===== config.mk =====
export PLATFORM = sky130hd
export DESIGN_NAME = axil_lite_master
export DESIGN_NICKNAME = d
export VERILOG_FILES = /design/src/rtl/axil_lite_master.sv
export SDC_FILE = /design/constraint.sdc
export NUM_CORES = 1
export LEC_CHECK = 0
export ABC_CLOCK_PERIOD_IN_PS = 3000
export BUFFER_PORTS_ARGS = -buffer_cell sky130_fd_sc_hd__buf_4
export CAP_MARGIN = 5
export CORE_ASPECT_RATIO = 0.8
export CORE_MARGIN = 5
export CORE_UTILIZATION = 48
export CTS_CLUSTER_SIZE = 12
export DETAILED_ROUTE_END_ITERATION = 16
export PLACE_DENSITY = 0.86
export SYNTH_ARGS = -nofsm -noshare
export SYNTH_HDL_FRONTEND = slang
export SYNTH_SLANG_ARGS = --single-unit

===== constraint.sdc =====
create_clock -name clk -period 3 [get_ports clk]
set_input_delay 0.3 -clock clk [delete_from_list [all_inputs] [get_ports clk]]
set_output_delay 0.3 -clock clk [all_outputs]
set_load 0.01 [all_outputs]

===== src/rtl/axil_lite_master.sv =====
// axil_lite_master: single-outstanding AXI4-Lite master.
// A command is latched, issued on AW+W or AR, and its B/R response is held
// on the rsp_* port until consumed.
// Optional watchdog abort: define AXIL_MASTER_TIMEOUT_EN.
module axil_lite_master #(
  parameter int          ADDR_WIDTH     = 32,
  parameter int          DATA_WIDTH     = 32,
  parameter logic [2:0]  PROT           = 3'b000,
  parameter int          TIMEOUT_CYCLES = 1024
) (
  input  logic                    clk,
  input  logic                    rst_n,
  input  logic                    cmd_valid,
  output logic                    cmd_ready,
  input  logic                    cmd_write,
  input  logic [ADDR_WIDTH-1:0]   cmd_addr,
  input  logic [DATA_WIDTH-1:0]   cmd_wdata,
  input  logic [DATA_WIDTH/8-1:0] cmd_wstrb,
  output logic                    rsp_valid,
  input  logic                    rsp_ready,
  output logic                    rsp_write,
  output logic [DATA_WIDTH-1:0]   rsp_rdata,
  output logic [1:0]              rsp_resp,
  output logic [ADDR_WIDTH-1:0]   m_awaddr,
  output logic [2:0]              m_awprot,
  output logic                    m_awvalid,
  input  logic                    m_awready,
  output logic [DATA_WIDTH-1:0]   m_wdata,
  output logic [DATA_WIDTH/8-1:0] m_wstrb,
  output logic                    m_wvalid,
  input  logic                    m_wready,
  input  logic [1:0]              m_bresp,
  input  logic                    m_bvalid,
  output logic                    m_bready,
  output logic [ADDR_WIDTH-1:0]   m_araddr,
  output logic [2:0]              m_arprot,
  output logic                    m_arvalid,
  input  logic                    m_arready,
  input  logic [DATA_WIDTH-1:0]   m_rdata,
  input  logic [1:0]              m_rresp,
  input  logic                    m_rvalid,
  output logic                    m_rready
);

  typedef enum logic [2:0] {IDLE, WR_REQ, WR_RESP, RD_REQ, RD_RESP, RSP} state_t;

  state_t                  state, state_n;
  logic [ADDR_WIDTH-1:0]   addr_q;
  logic [DATA_WIDTH-1:0]   wdata_q;
  logic [DATA_WIDTH/8-1:0] wstrb_q;
  logic                    wr_q;
  logic                    aw_done, w_done;
  logic                    aw_fin, w_fin;
  logic                    abort;

  // AXI request fields come only from the latches, never from cmd_* directly
  assign m_awaddr  = addr_q;
  assign m_araddr  = addr_q;
  assign m_wdata   = wdata_q;
  assign m_wstrb   = wstrb_q;
  assign m_awprot  = PROT;
  assign m_arprot  = PROT;
  assign cmd_ready = (state == IDLE);
  assign rsp_valid = (state == RSP);
  // B/R readies are state-only so an early bvalid in WR_REQ is left pending
  assign m_bready  = (state == WR_RESP);
  assign m_rready  = (state == RD_RESP);

  // per-channel completion: already done, or handshaking this cycle
  assign aw_fin = aw_done | (m_awvalid & m_awready);
  assign w_fin  = w_done  | (m_wvalid  & m_wready);

`ifdef AXIL_MASTER_TIMEOUT_EN
  localparam int              CNT_W    = $clog2(TIMEOUT_CYCLES + 1);
  localparam logic [CNT_W-1:0] CNT_LAST = CNT_W'(TIMEOUT_CYCLES - 1);
  localparam logic [CNT_W-1:0] CNT_ONE  = CNT_W'(1);
  logic [CNT_W-1:0] wd_cnt;
  logic             busy;

  assign busy  = (state == WR_REQ) || (state == WR_RESP) ||
                 (state == RD_REQ) || (state == RD_RESP);
  // abort on the cycle the count would reach the limit
  assign abort = busy && (wd_cnt == CNT_LAST);

  // watchdog: cleared on accept, counts every busy cycle
  always_ff @(posedge clk or negedge rst_n) begin
    if (!rst_n)                        wd_cnt <= '0;
    else if (cmd_valid && cmd_ready)   wd_cnt <= '0;
    else if (busy)                     wd_cnt <= wd_cnt + CNT_ONE;
  end
`else
  assign abort = 1'b0;
`endif

  // state register
  always_ff @(posedge clk or negedge rst_n) begin
    if (!rst_n) state <= IDLE;
    else        state <= state_n;
  end

  // next-state logic
  always_comb begin
    state_n = state;
    case (state)
      IDLE:    if (cmd_valid) state_n = cmd_write ? WR_REQ : RD_REQ;
      WR_REQ:  if (aw_fin && w_fin) state_n = WR_RESP;
      WR_RESP: if (m_bvalid) state_n = RSP;
      RD_REQ:  if (m_arready) state_n = RD_RESP;
      RD_RESP: if (m_rvalid) state_n = RSP;
      RSP:     if (rsp_ready) state_n = IDLE;
      default: state_n = IDLE;
    endcase
    if (abort) state_n = RSP;
  end

  // command latches, AXI valids, per-channel done flags and response capture
  always_ff @(posedge clk or negedge rst_n) begin
    if (!rst_n) begin
      addr_q    <= '0;
      wdata_q   <= '0;
      wstrb_q   <= '0;
      wr_q      <= 1'b0;
      m_awvalid <= 1'b0;
      m_wvalid  <= 1'b0;
      m_arvalid <= 1'b0;
      aw_done   <= 1'b0;
      w_done    <= 1'b0;
      rsp_write <= 1'b0;
      rsp_rdata <= '0;
      rsp_resp  <= 2'b00;
    end else if (abort) begin
      m_awvalid <= 1'b0;
      m_wvalid  <= 1'b0;
      m_arvalid <= 1'b0;
      rsp_write <= wr_q;
      rsp_rdata <= '0;
      rsp_resp  <= 2'b11;
    end else begin
      case (state)
        IDLE: if (cmd_valid) begin
          addr_q    <= cmd_addr;
          wdata_q   <= cmd_wdata;
          wstrb_q   <= cmd_wstrb;
          wr_q      <= cmd_write;
          m_awvalid <= cmd_write;
          m_wvalid  <= cmd_write;
          m_arvalid <= !cmd_write;
          aw_done   <= 1'b0;
          w_done    <= 1'b0;
        end
        WR_REQ: begin
          if (m_awvalid && m_awready) begin
            m_awvalid <= 1'b0;
            aw_done   <= 1'b1;
          end
          if (m_wvalid && m_wready) begin
            m_wvalid <= 1'b0;
            w_done   <= 1'b1;
          end
        end
        WR_RESP: if (m_bvalid) begin
          rsp_write <= 1'b1;
          rsp_rdata <= '0;
          rsp_resp  <= m_bresp;
        end
        RD_REQ: if (m_arready) m_arvalid <= 1'b0;
        RD_RESP: if (m_rvalid) begin
          rsp_write <= 1'b0;
          rsp_rdata <= m_rdata;
          rsp_resp  <= m_rresp;
        end
        default: ;
      endcase
    end
  end

endmodule


==> run summary <==
post-synthesis register bit count -> 111
GRT Util Overall -> 20.2%
CTS tree -> done
Leakage -> 3.35 nW
Pwr Density -> 1050 mW/mm2
worst clock skew -> 5.98 ps
Layout Nets -> 651
CTS-repair resized insts -> 0
RSZ-0062 raised after global routing -> false
Syn Inst Count -> 320
Netlist cell types -> 27
Yosys top cell area share -> 60.0%
setup violators final -> 0
Hold Violations, Final -> 0
Worst Tran Pin Value -> 669 ps
clock power share -> 18.0%
status -> finished, final reports clean
Power, Total -> 7.02 mW
CTS H-tree depth -> 3
Critical Path AT -> 2160 ps
Psw -> 2.29 mW
DR pass1 iterations -> 4
drc violations -> 0
Detailed Place HPWL -> 8880 um
drt total wl -> 11700 um
Vias/cell -> 5.08
CORE AREA -> 0.00953 mm2
Flop pwr share -> 38.2%
Skew-Pair Late Insertion Delay -> 340 ps
FILL cells -> 658
cell taking the most area after synthesis -> dfrtp_1
Worst Setup Slack, final -> 1060 ps
Max IR drop VDD -> 549 uV
switching portion of total power -> 32.7%
DP Worst Slack -> 1080 ps
first-pass GRT wire length -> 18800 um
Max FO, Critical Path -> 74
setup tns final -> 0 ps
layout cells sized above 1 -> 64.9%
fin crit period -> 1940 ps
maximum clock path buffer count -> 2
Int Pwr -> 4.73 mW
max_cap viols -> 0
Port Buffers -> 255
total gr overflow -> 0
largest net degree at the start of global routing -> 75
clock slew at reported path FFs -> 70 ps
final instance area -> 0.00668 mm2
register area share after synthesis -> 60.0%
Die X -> 120 um
worst rel slew slack -> 55.4%
initial antenna violation count -> 0
Yosys warning total -> 0
I/O pins -> 262
CP Launch Type -> register
Routability Congestion -> 0.793
Initial Util -> 48.6%
Post-CTS Setup Inserts -> 0
Setup crit end kind -> register
std cell rows -> 32
clk root buf -> clkbuf_16
Detail Route Antenna Nets -> 0
critical path required time -> 3220 ps
Die Height -> 97.9 um
Post-DP Area -> 0.00635 mm2
Max Slew Vio Count -> 0
Final period util -> 64.8%
Max Fclk -> 515 MHz
vias in the first global route -> 3573
Die ar. -> 0.0117 mm2
commonest non-fill, non-tap cells in the layout -> buf_4 (257), dfrtp_1 (111), mux2_2 (74), a22o_1 (33), clkbuf_16 (9)
WL/cell -> 17.8 um
CTS sink count -> 111
Synth Cell Area -> 0.00463 mm2
ranking of synthesized cells by area -> dfrtp_1 (60%), mux2_2 (18%), buf_4 (6.6%)
FF/Latch Area -> 0.00278 mm2
Logic pwr share -> 43.8%
critical path class -> register to register
Syn Area/Cell -> 14.5 um2
Inserted Diodes -> 0
Worst Hold Class -> primary input to register
Via Count -> 3360
Initial DRC Count -> 151
Area growth, synth to finish -> 44.3%
most common cell after layout, fill and taps aside -> buf_4
Num CTS Buffers -> 9
area of the multi-input gates -> 0.00145 mm2
layout make-up:
cell class	instances	share of cell area [%]
flip-flops and latches	111	41.6
inverters	1	0.0562
well taps	119	2.23
repair buffers	260	29.6
clock buffers	9	3.37
clock inverters	7	1.42
multi-input cells	154	21.7
sequential cells by signal, summed over array words and instances, names as in the netlist:
register,flops
aw_done,1
m_araddr,32
m_arvalid,1
m_awvalid,1
m_wdata,32
m_wstrb,4
m_wvalid,1
rsp_rdata,32
rsp_resp,2
rsp_write,1
state,3
w_done,1
critical path: stages (launching register included):
cell and delay (ps):
dfrtp_1 620, nor4b_4 400, buf_12 360, mux2_2 400
routing by layer:
metal  vias up  routed length, um  GRT usage, %
met5         -                  0             0
met4         0                178          6.60
met3        14               1290          8.69
met2       167               6060          35.0
met1      1644               4200          22.5
li1       1535                  -             -
kinds of logic (layout without fill, tap and decap cells):
family / Yosys count / in the layout / share of synthesized area, %
AO/OA/AOI/OAI: 50 / 50 / 8.54
flip-flops: 111 / 111 / 60.0
other: 1 / 6 / 0.0810
multiplexers: 74 / 74 / 18.0
buffers and inverters: 60 / 277 / 9.40
AND/OR/NAND/NOR: 24 / 24 / 4.00
power by group through the flow:
stage               clock, mW  sequential [mW]  combinational [mW]
floorplan                   0             2.87                1.50
global placement            0             2.67                3.06
detailed placement          0             2.70                3.14
CTS                      1.30             2.69                3.13
global route             1.36             2.80                3.29
finish                   1.26             2.68                3.08
per-stage QoR:
step           hold WS [ps]  std cells  utilization, %
5_1_grt                 163        661            70.1
4_1_cts                 161        661            70.1
3_3_place_gp            310        644            66.6
6_report                176        661            70.1
3_5_place_dp            318        644            66.6
2_1_floorplan          4.41        325               -
worst paths after layout:
| kind | start | endpoint | slack (ps) | cells past startpoint |
|---|---|---|---|---|
| setup / recovery | state[1]$_DFFE_PN0P_ | m_araddr[1]$_DFFE_PN0P_ | 1060 | 3 |
| min in group asynchronous | rst_n | m_araddr[4]$_DFFE_PN0P_ | 480 | 2 |
| hold / removal | m_rdata[31] | rsp_rdata[31]$_DFFE_PN0P_ | 180 | 2 |
| setup reg to reg | state[1]$_DFFE_PN0P_ | m_araddr[1]$_DFFE_PN0P_ | 1060 | 3 |
| hold reg to reg | rsp_rdata[0]$_DFFE_PN0P_ | rsp_rdata[0]$_DFFE_PN0P_ | 510 | 1 |
| max in group asynchronous | rst_n | rsp_resp[1]$_DFFE_PN0P_ | 1780 | 3 |
Yosys cell counts, drive strengths merged:
master and instances:
a31oi 3, nor2 3, a22o 33, o22a 1, clkbuf 3, a21oi 6
o21ai 2, mux2 74, o211ai 1, inv 1, and2 1, nand3b 2
and3b 2, o31a 1, conb 1, nor4bb 4, nor4b 1, nand2 3
dfrtp 111, nor3b 5, nor3 1, buf 56, nor4 2, a21o 3
repair_timing:
| action | CTS | global route |
|---|---|---|
| endpoints found under the setup margin | 0 | 0 |
| endpoints found under the hold margin | 41 | 0 |
| hold buffers | 1 | 0 |
Power figures use the tool's default switching activity.
